===== src/rtl/mem_stage.sv =====
// rtl/mem_stage.sv - RV32 MEM stage: data-memory handshake, stall, branch resolve, MEM/WB register; optional MEM_STAGE_TIMEOUT_EN
package cpu_pkg;
    typedef struct packed {
        logic [31:0] branch_adder_sum;
        logic [31:0] ALU_result;
        logic [31:0] reg_read_data2;
        logic [4:0]  rd;
    } ex_mem_data_t;

    typedef struct packed {
        logic WB_reg_write;
        logic WB_mem_to_reg;
        logic M_branch;
        logic M_mem_read;
        logic M_mem_write;
        logic ALU_zero;
    } ex_mem_control_t;
endpackage

module mem_stage #(
    parameter int TIMEOUT_CYCLES = 16
) (
    input  logic                     clock,
    input  logic                     reset,
    input  cpu_pkg::ex_mem_data_t    data_in,
    input  cpu_pkg::ex_mem_control_t control_in,
    output logic                     stall,
    output logic                     pc_src,
    output logic [31:0]              branch_target,
    output logic                     dmem_req,
    output logic                     dmem_we,
    output logic [31:0]              dmem_addr,
    output logic [31:0]              dmem_wdata,
    input  logic [31:0]              dmem_rdata,
    input  logic                     dmem_ready,
    output logic                     wb_valid,
    output logic                     wb_reg_write,
    output logic                     wb_mem_to_reg,
    output logic [31:0]              wb_read_data,
    output logic [31:0]              wb_alu_result,
    output logic [4:0]               wb_rd,
    output logic                     mem_fault
);
    typedef enum logic {S_IDLE, S_WAIT} state_t;

    state_t state, state_next;
    logic   mem_op;
    logic   req_c;
    logic   stall_c;
    logic   abort;
    logic   is_load;

    assign mem_op  = control_in.M_mem_read | control_in.M_mem_write;
    assign is_load = control_in.M_mem_read & ~control_in.M_mem_write;

`ifdef MEM_STAGE_TIMEOUT_EN
    localparam int CW = $clog2(TIMEOUT_CYCLES + 1);
    localparam logic [CW-1:0] CNT_LAST = CW'(TIMEOUT_CYCLES - 1);

    logic [CW-1:0] wait_cnt;

    // A ready arriving in the last allowed cycle still completes the access.
    assign abort = (state == S_WAIT) && (wait_cnt == CNT_LAST) && !dmem_ready;

    always_ff @(posedge clock) begin
        if (reset || state != S_WAIT) begin
            wait_cnt <= '0;
        end else begin
            wait_cnt <= wait_cnt + CW'(1);
        end
        mem_fault <= reset ? 1'b0 : abort;
    end
`else
    logic unused_timeout;
    assign unused_timeout = (TIMEOUT_CYCLES != 0);
    assign abort          = 1'b0;
    assign mem_fault      = 1'b0;
`endif

    always_ff @(posedge clock) begin
        if (reset) begin
            state <= S_IDLE;
        end else begin
            state <= state_next;
        end
    end

    always_comb begin
        state_next = state;
        req_c      = 1'b0;
        stall_c    = 1'b0;
        case (state)
            S_IDLE: begin
                if (mem_op) begin
                    req_c = 1'b1;
                    if (!dmem_ready) begin
                        stall_c    = 1'b1;
                        state_next = S_WAIT;
                    end
                end
            end
            S_WAIT: begin
                if (dmem_ready) begin
                    req_c      = 1'b1;
                    state_next = S_IDLE;
                end else if (abort) begin
                    state_next = S_IDLE;
                end else begin
                    req_c   = 1'b1;
                    stall_c = 1'b1;
                end
            end
            default: state_next = S_IDLE;
        endcase
        if (reset) begin
            req_c   = 1'b0;
            stall_c = 1'b0;
        end
    end

    assign stall         = stall_c;
    assign dmem_req      = req_c;
    assign dmem_we       = req_c & control_in.M_mem_write;
    assign dmem_addr     = data_in.ALU_result;
    assign dmem_wdata    = data_in.reg_read_data2;
    assign pc_src        = ~reset & control_in.M_branch & control_in.ALU_zero;
    assign branch_target = data_in.branch_adder_sum;

    // Stalled cycles push a bubble so the held instruction is written back once.
    always_ff @(posedge clock) begin
        if (reset) begin
            wb_valid      <= 1'b0;
            wb_reg_write  <= 1'b0;
            wb_mem_to_reg <= 1'b0;
            wb_read_data  <= '0;
            wb_alu_result <= '0;
            wb_rd         <= '0;
        end else if (stall_c) begin
            wb_valid      <= 1'b0;
            wb_reg_write  <= 1'b0;
            wb_mem_to_reg <= 1'b0;
        end else begin
            wb_valid      <= |control_in;
            wb_reg_write  <= control_in.WB_reg_write & ~control_in.M_mem_write & ~abort;
            wb_mem_to_reg <= control_in.WB_mem_to_reg;
            wb_alu_result <= data_in.ALU_result;
            wb_rd         <= data_in.rd;
            if (req_c && dmem_ready && is_load) begin
                wb_read_data <= dmem_rdata;
            end
        end
    end
endmodule


===== config.mk =====
export PLATFORM = sky130hd
export DESIGN_NAME = mem_stage
export DESIGN_NICKNAME = d
export VERILOG_FILES = /design/src/rtl/mem_stage.sv
export SDC_FILE = /design/constraint.sdc
export NUM_CORES = 1
export LEC_CHECK = 0
export CORE_AREA = 3 3 123 125
export CTS_BUF_LIST = sky130_fd_sc_hd__clkbuf_2
export DETAILED_ROUTE_END_ITERATION = 6
export DIE_AREA = 0 0 126 128
export GPL_ROUTABILITY_DRIVEN = 0
export PLACE_DENSITY = 0.69
export SYNTH_ARGS = -nofsm -noshare
export SYNTH_HDL_FRONTEND = slang
export SYNTH_SLANG_ARGS = --single-unit

===== constraint.sdc =====
create_clock -name clock -period 2.3 [get_ports clock]
set_input_delay 0.23 -clock clock [delete_from_list [all_inputs] [get_ports clock]]
set_output_delay 0.23 -clock clock [all_outputs]
set_load 0.02 [all_outputs]

### Yosys cells after proc, flatten, opt, wreduce, memory -nomap -nowiden

Cells that the tools add are included.

* word-level logic and storage cells: 29
* output and inout port bits: 173
* flip-flop bits (word level): 73
* input bits: 142

* muxes and demuxes: 7
* bitwise logic cells: 10
* reductions and logical operators: 5

Operator list (count)
* OR reduction 6 bit: 1
* bitwise AND 1 bit: 5
* 2-to-1 mux 1 bit: 5
* NOT 1 bit: 4
* case mux 1 bit (2 select lines): 2
* logical AND 1 bit: 2
* AND reduction 2 bit: 1
* OR reduction 2 bit: 1
* bitwise OR 1 bit: 1

### Logic depth before layout (Yosys ltp)

Gate-level depths: netlist (run 1).

* word-level depth: 7
* gate-level depth with buffers: 5
* mapped depth without buffers: 3

### Worst setup path after synthesis (run 1)

Ideal clock, no wire load.

* path kind: reg-to-reg
* start point: register state
* end point: register wb_alu_result[10]
* library setup time: 0.117 ns
* period minus slack after synthesis: 1.155 ns
* path buffers: 2
* required time: 2.183 ns
* arrival: 1.038 ns
* cell stages (with the launch flop): 6
* path slack: 1.145 ns
* path through: dfxtp_1 nor3_4 nor3_2 buf_6 buf_6 a22o_1

* longest elaborated chain between the ends: 3

Ends and longest elaborated chain
* from (decl): RTL line 46 `state_t state, state_next;`
* from (signal assigned): RTL line 84 `state <= state_next;`
* NOT 1 bit
* case mux 1 bit (2 select lines) *: RTL line 92 `case (state)`
* 2-to-1 mux 1 bit *
* to (signal assigned): RTL line 146 `wb_alu_result <= data_in.ALU_result;`
* to (decl): RTL line 40 `output logic [31:0] wb_alu_result,`

Mark *: on every way between the ends. The rest lies on a longest branch, timed or not.
A chain may end at the register's enable or synchronous reset.

### Worst setup path in the final report (run 1)

* start point: register state
* end point: output port stall

* longest elaborated chain between the ends: 3

Ends and longest elaborated chain
* NOT 1 bit
* case mux 1 bit (2 select lines) *: RTL line 92
* 2-to-1 mux 1 bit *
* to (decl): RTL line 27 `output logic stall,`

Marks and branches as above.

==> flow_summary.json, run 1 <==
{
  "pin_count": 315,
  "grt_use_total_pct": 10.6,
  "synth.distinct_cells": 20,
  "p_sw_mw": 0.753,
  "fin_nets": 561,
  "rsz0062_at_grt": "no",
  "crit_fanout": 3,
  "drc": 0,
  "setup.worst_path.start": "state$_DFF_P_",
  "portBuffers": 185,
  "cts.sinks": 73,
  "vias_per_cell": 4.09,
  "start_kind": "flip-flop",
  "drive_gt1_share_pct": 5.42,
  "swShare_pct": 26.1,
  "fp.coreArea_um2": 14000,
  "p_leak_nw": 1.72,
  "die_h_um": 128,
  "antenna_left": 0,
  "p_clk_share_pct": 31.8,
  "cp_num_buf_inv": 1,
  "intPower_mw": 2.14,
  "grt_pass1_wl_um": 13800,
  "reg2reg_from": "state$_DFF_P_",
  "cp_data_arrival_time_ns": 1.77,
  "crit_type": "flip-flop to output pin",
  "fin_crit_ns": 2.00,
  "cp_top_family": "buffers and inverters",
  "endpoint_kind": "output pin",
  "rows": 43,
  "wl_per_cell_um": 14.5,
  "synth_warnings": 0,
  "vdd_drop_max_uv": 273,
  "htreeDepth": 3,
  "reg2reg_slack_ns": 0.94,
  "cts_hold_buf": 0,
  "clkTransAtPathRegs_ns": 0.19,
  "period_share_pct": 87.0,
  "cp_common_cell": "nor3_4",
  "postRouteWirelength_um": 8760,
  "die-area_um2": 16100,
  "final_cells": 605,
  "hold_class": "primary input to flip-flop",
  "antenna_found_initial": 1,
  "outcome": "finished clean",
  "synth_area_um2": 3230,
  "syn-num-nets": 477,
  "cts-root-buf": "clkbuf_2",
  "synth_top_area_share_pct": 45.2,
  "rr_endpoint": "wb_alu_result[9]$_SDFFE_PP0N_",
  "setup_viol": 0,
  "dpl.hpwl_um": 6720,
  "synth_area_leader_cell": "dfxtp_1",
  "synth_area_per_cell_um2": 9.65,
  "first_iter_violations": 83,
  "syn_inst": 335,
  "pwr-share-comb_pct": 20.8,
  "vias": 2477,
  "initial_utilization_pct": 23.1,
  "numCtsBuffers": 9,
  "grt_remaining_overflow": 0,
  "finalSetupTns_ns": 0,
  "drv_slew": 0,
  "seq_power_share_pct": 47.4,
  "crit_end": "stall",
  "seq_area_frac_synth_pct": 45.2,
  "grt_max_degree": 65,
  "p_per_area_nw_per_um2": 620,
  "cts_buffer_depth": 2,
  "slowest_stage": "clkdlybuf4s50_1",
  "clk_latency_ns": 0.51,
  "cpPeakStageDelay_ns": 0.64,
  "firstDrtPassIters": 4,
  "top_regs": "wb_alu_result (32), wb_read_data (32), wb_rd (5)",
  "fin_skew_ns": 0.0149,
  "final_hold_viol_count": 0,
  "drv_cap": 0,
  "die_w_um": 126,
  "dpl.cell_count": 588,
  "fmax_mhz": 500,
  "critPathRequiredTime_ns": 2.07,
  "cts_resized": 0,
  "crit_chain": "nor3_4 -> nor3_4 -> clkdlybuf4s50_1",
  "cp.depth": 3,
  "grt_pass1_vias": 2646,
  "area_growth_syn_to_layout_pct": 44.2,
  "cts_tree": "built",
  "reg2regPathDepth": 4,
  "cts_setup_buffers": 0,
  "ys_ff_latch": 73,
  "synth_area_leaders": "dfxtp_1, buf_4, a22o_1, nand2b_1, o21ai_1"
}
## worst min path at each step
stage,startpoint,to,cells past startpoint
after floorplan,dmem_rdata[0],wb_read_data[0]$_SDFFE_PP0P_,2
after global placement,wb_read_data[6]$_SDFFE_PP0P_,wb_read_data[6]$_SDFFE_PP0P_,2
after detailed placement,wb_read_data[4]$_SDFFE_PP0P_,wb_read_data[4]$_SDFFE_PP0P_,2
after CTS,dmem_rdata[26],wb_read_data[26]$_SDFFE_PP0P_,3
after global routing,dmem_rdata[9],wb_read_data[9]$_SDFFE_PP0P_,3
final,dmem_rdata[0],wb_read_data[0]$_SDFFE_PP0P_,3
## cell families (layout without fill, tap and decap cells)
group | count (synthesis) | count (layout) | synth area share [%]
other cells | 1 | 2 | 0.116
compound gates | 71 | 71 | 15.6
buf+inv | 116 | 205 | 26.8
simple gates | 74 | 74 | 12.3
flops | 73 | 73 | 45.2
## routing by layer
metal	up-vias	routed length, µm	part of all wire [%]	global-route usage, %
met5	-	0	0	0
met1	1116	3280	37	11.7
met4	0	304	3.5	6.31
li1	1187	-	-	-
met3	46	892	10	4.75
met2	128	4280	49	16.9
## through the flow
stage                     hold WS [ns]  instance area [µm²]  util [%]  total power, mW  setup slack, ns
final                            0.228                 4660      33.3             2.89            0.298
after global routing             0.139                 4660      33.3             3.05            0.127
after CTS                        0.115                 4660      33.3             2.97            0.160
after detailed placement         0.458                 4510      32.2             2.00            0.367
after global placement           0.450                 4510      32.2             1.99            0.395
after floorplan                  0.345                 3230         -             1.84             1.14
## cell usage after synthesis
| cell type | n |
|---|---|
| o31a_1 | 1 |
| o21ba_2 | 1 |
| and3b_1 | 1 |
| nor2_1 | 2 |
| clkbuf_1 | 3 |
| nand2b_1 | 32 |
| buf_4 | 101 |
| nand2_1 | 33 |
| and4bb_1 | 1 |
| and2_1 | 1 |
| nor2b_1 | 1 |
| a22o_1 | 37 |
| conb_1 | 1 |
| dfxtp_1 | 73 |
| nor3_2 | 1 |
| buf_6 | 6 |
| nor3_4 | 1 |
| or4_1 | 1 |
| o21ai_1 | 32 |
| buf_2 | 6 |
## worst reg2reg max path: cells and delay by family, from the launching register on
kind | cells | cell delay (ns)
flops | 1 | 0.37
simple gates | 2 | 0.33
compound gates | 1 | 0.30
buf+inv | 1 | 0.27
## power by group through the flow
| stage | Combinational [mW] | Sequential, mW | Clock, mW |
|---|---|---|---|
| floorplan | 0.363 | 1.47 | 0 |
| global placement | 0.600 | 1.39 | 0 |
| detailed placement | 0.606 | 1.40 | 0 |
| CTS | 0.609 | 1.37 | 0.988 |
| global route | 0.636 | 1.38 | 1.03 |
| finish | 0.601 | 1.37 | 0.919 |
## cell usage in the layout (no fill, tap or decap), drive strengths merged
| master | n |
|---|---|
| a22o | 37 |
| and2 | 1 |
| and3b | 1 |
| and4bb | 1 |
| buf | 4 |
| bufinv | 3 |
| clkbuf | 10 |
| clkdlybuf4s50 | 185 |
| clkinv | 2 |
| clkinvlp | 1 |
| conb | 1 |
| dfxtp | 73 |
| diode | 1 |
| nand2 | 33 |
| nand2b | 32 |
| nor2 | 2 |
| nor2b | 1 |
| nor3 | 2 |
| o21ai | 32 |
| o21ba | 1 |
| o31a | 1 |
| or4 | 1 |
## cell type report
type,count,area [µm²]
Sequential cell,73,1460
Multi-Input combinational cell,146,912
Fill cell,1449,9320
Clock inverter,6,106
Timing Repair Buffer,189,1910
Clock buffer,10,50.0
Tap cell,180,225
Antenna cell,1,2.50
Note: power is estimated with default switching activity, not from simulation.
==> run 2, diff against run 1 <==
- RECOVER_POWER: unset -> 50
- clock period: 2.3 -> 2.2 ns (I/O delays scaled with it)
==> run 2 against run 1 <==
Sequential cell count is the same; wire length fell by 0.24%; critical path depth did not move; critical endpoint unchanged; largest cell class unchanged.
==> flow_summary.json, run 2 (synthesis gave the netlist of run 1 again) <==
{
  "cts.sinks": 73,
  "die-area_um2": 16100,
  "clkTransAtPathRegs_ns": 0.20,
  "slew-limit-headroom_pct": 31.0,
  "setup_viol": 0,
  "final_core_util_pct": 32.7,
  "finalSetupTns_ns": 0,
  "fin_nets": 561,
  "p_leak_nw": 1.68,
  "wl_per_cell_um": 14.5,
  "cp_data_arrival_time_ns": 1.78,
  "setup.worst_path.start": "state$_DFF_P_",
  "critPathRequiredTime_ns": 1.98,
  "rows": 43,
  "hold_class": "primary input to flip-flop",
  "period_share_pct": 91.1,
  "first_iter_violations": 83,
  "initial_utilization_pct": 23.1,
  "reg2reg_from": "state$_DFF_P_",
  "layout_common_cells": "clkdlybuf4s50_1, dfxtp_1, a22o_1, nand2_1, nand2b_1",
  "top_regs": "wb_alu_result (32), wb_read_data (32), wb_rd (5)",
  "whs_ns": 0.191,
  "fmax_mhz": 499,
  "die_h_um": 128,
  "grt_use_total_pct": 10.7,
  "htreeDepth": 3,
  "grt_max_degree": 65,
  "final_common_cell": "clkdlybuf4s50_1",
  "area_growth_syn_to_layout_pct": 41.4,
  "drv_slew": 0,
  "cts_tree": "built",
  "pin_count": 315,
  "outcome": "finished clean",
  "antenna_found_initial": 1,
  "cts_buffer_depth": 2,
  "grt_pass1_vias": 2659,
  "antenna_left": 0,
  "fin_skew_ns": 0.0120,
  "drive_gt1_share_pct": 4.96,
  "crit_type": "flip-flop to output pin",
  "drc": 0,
  "die_w_um": 126,
  "final_hold_viol_count": 0,
  "grt_remaining_overflow": 0,
  "p_per_area_nw_per_um2": 601,
  "clk_latency_ns": 0.53,
  "min_from": "dmem_rdata[26]",
  "drv_cap": 0,
  "portBuffers": 185,
  "pre_cts_slack_ns": 0.272,
  "endpoint_kind": "output pin",
  "postRouteWirelength_um": 8740,
  "vias_per_cell": 4.13,
  "grt_pass1_wl_um": 13800,
  "numCtsBuffers": 9,
  "fin_crit_ns": 2.00,
  "cts_hold_buf": 0,
  "vdd_drop_max_uv": 218,
  "cts-root-buf": "clkbuf_2",
  "vias": 2497,
  "firstDrtPassIters": 4,
  "rsz0062_at_grt": "no",
  "start_kind": "flip-flop",
  "crit_fanout": 3,
  "fp.coreArea_um2": 14000,
  "fin_ws_ns": 0.195,
  "worst_pin_slew_ns": 1.03,
  "cts_resized": 0,
  "dpl.hpwl_um": 6690,
  "cts_setup_buffers": 0
}
-- run 2: area by class of cell --
type | count | area, µm²
Clock buffer | 10 | 50.0
Clock inverter | 5 | 47.5
Tap cell | 180 | 225
Multi-Input combinational cell | 146 | 912
Sequential cell | 73 | 1460
Timing Repair Buffer | 189 | 1870
Antenna cell | 1 | 2.50
Fill cell | 1460 | 9420
-- run 2: critical path, stage by stage, from the launching register on --
cell and delay [ns]:
dfxtp_1 0.40, nor3_4 0.07, nor3_4 0.16, clkdlybuf4s50_1 0.64
-- run 2: routing by layer --
metal  GRT usage, %  up-vias  part of all wire (%)  routed length (µm)
met2           18.1      131                    49                4280
met5              0        -                     0                   0
li1               -     1182                     -                   -
met4           6.31        0                   3.8                 328
met3           5.13       49                    10                 913
met1           10.8     1135                    37                3210
-- run 2: worst paths after layout --
check	end	slack, ns	cells past startpoint
setup / recovery	stall	0.20	3
hold / removal	wb_read_data[26]$_SDFFE_PP0P_	0.19	3
setup reg to reg	wb_reg_write$_SDFF_PP0_	0.49	4
hold reg to reg	wb_read_data[30]$_SDFFE_PP0P_	0.48	2
-- run 2: power breakdown --
| part | total, mW | internal, mW | switching (mW) | leakage (nW) |
|---|---|---|---|---|
| Sequential | 1.43 | 1.39 | 0.0391 | 0.599 |
| Clock | 0.698 | 0.250 | 0.448 | 0.0666 |
| Combinational | 0.618 | 0.344 | 0.273 | 1.01 |
| Total | 2.75 | 1.99 | 0.761 | 1.68 |
-- run 2: through the flow --
step                      cells  area [µm²]  power (mW)
final                       604        4570        2.75
after global routing        604        4570        2.90
after CTS                   603        4600        2.83
after detailed placement    588        4510        2.09
after global placement      588        4510        2.08
after floorplan             335        3230        1.92
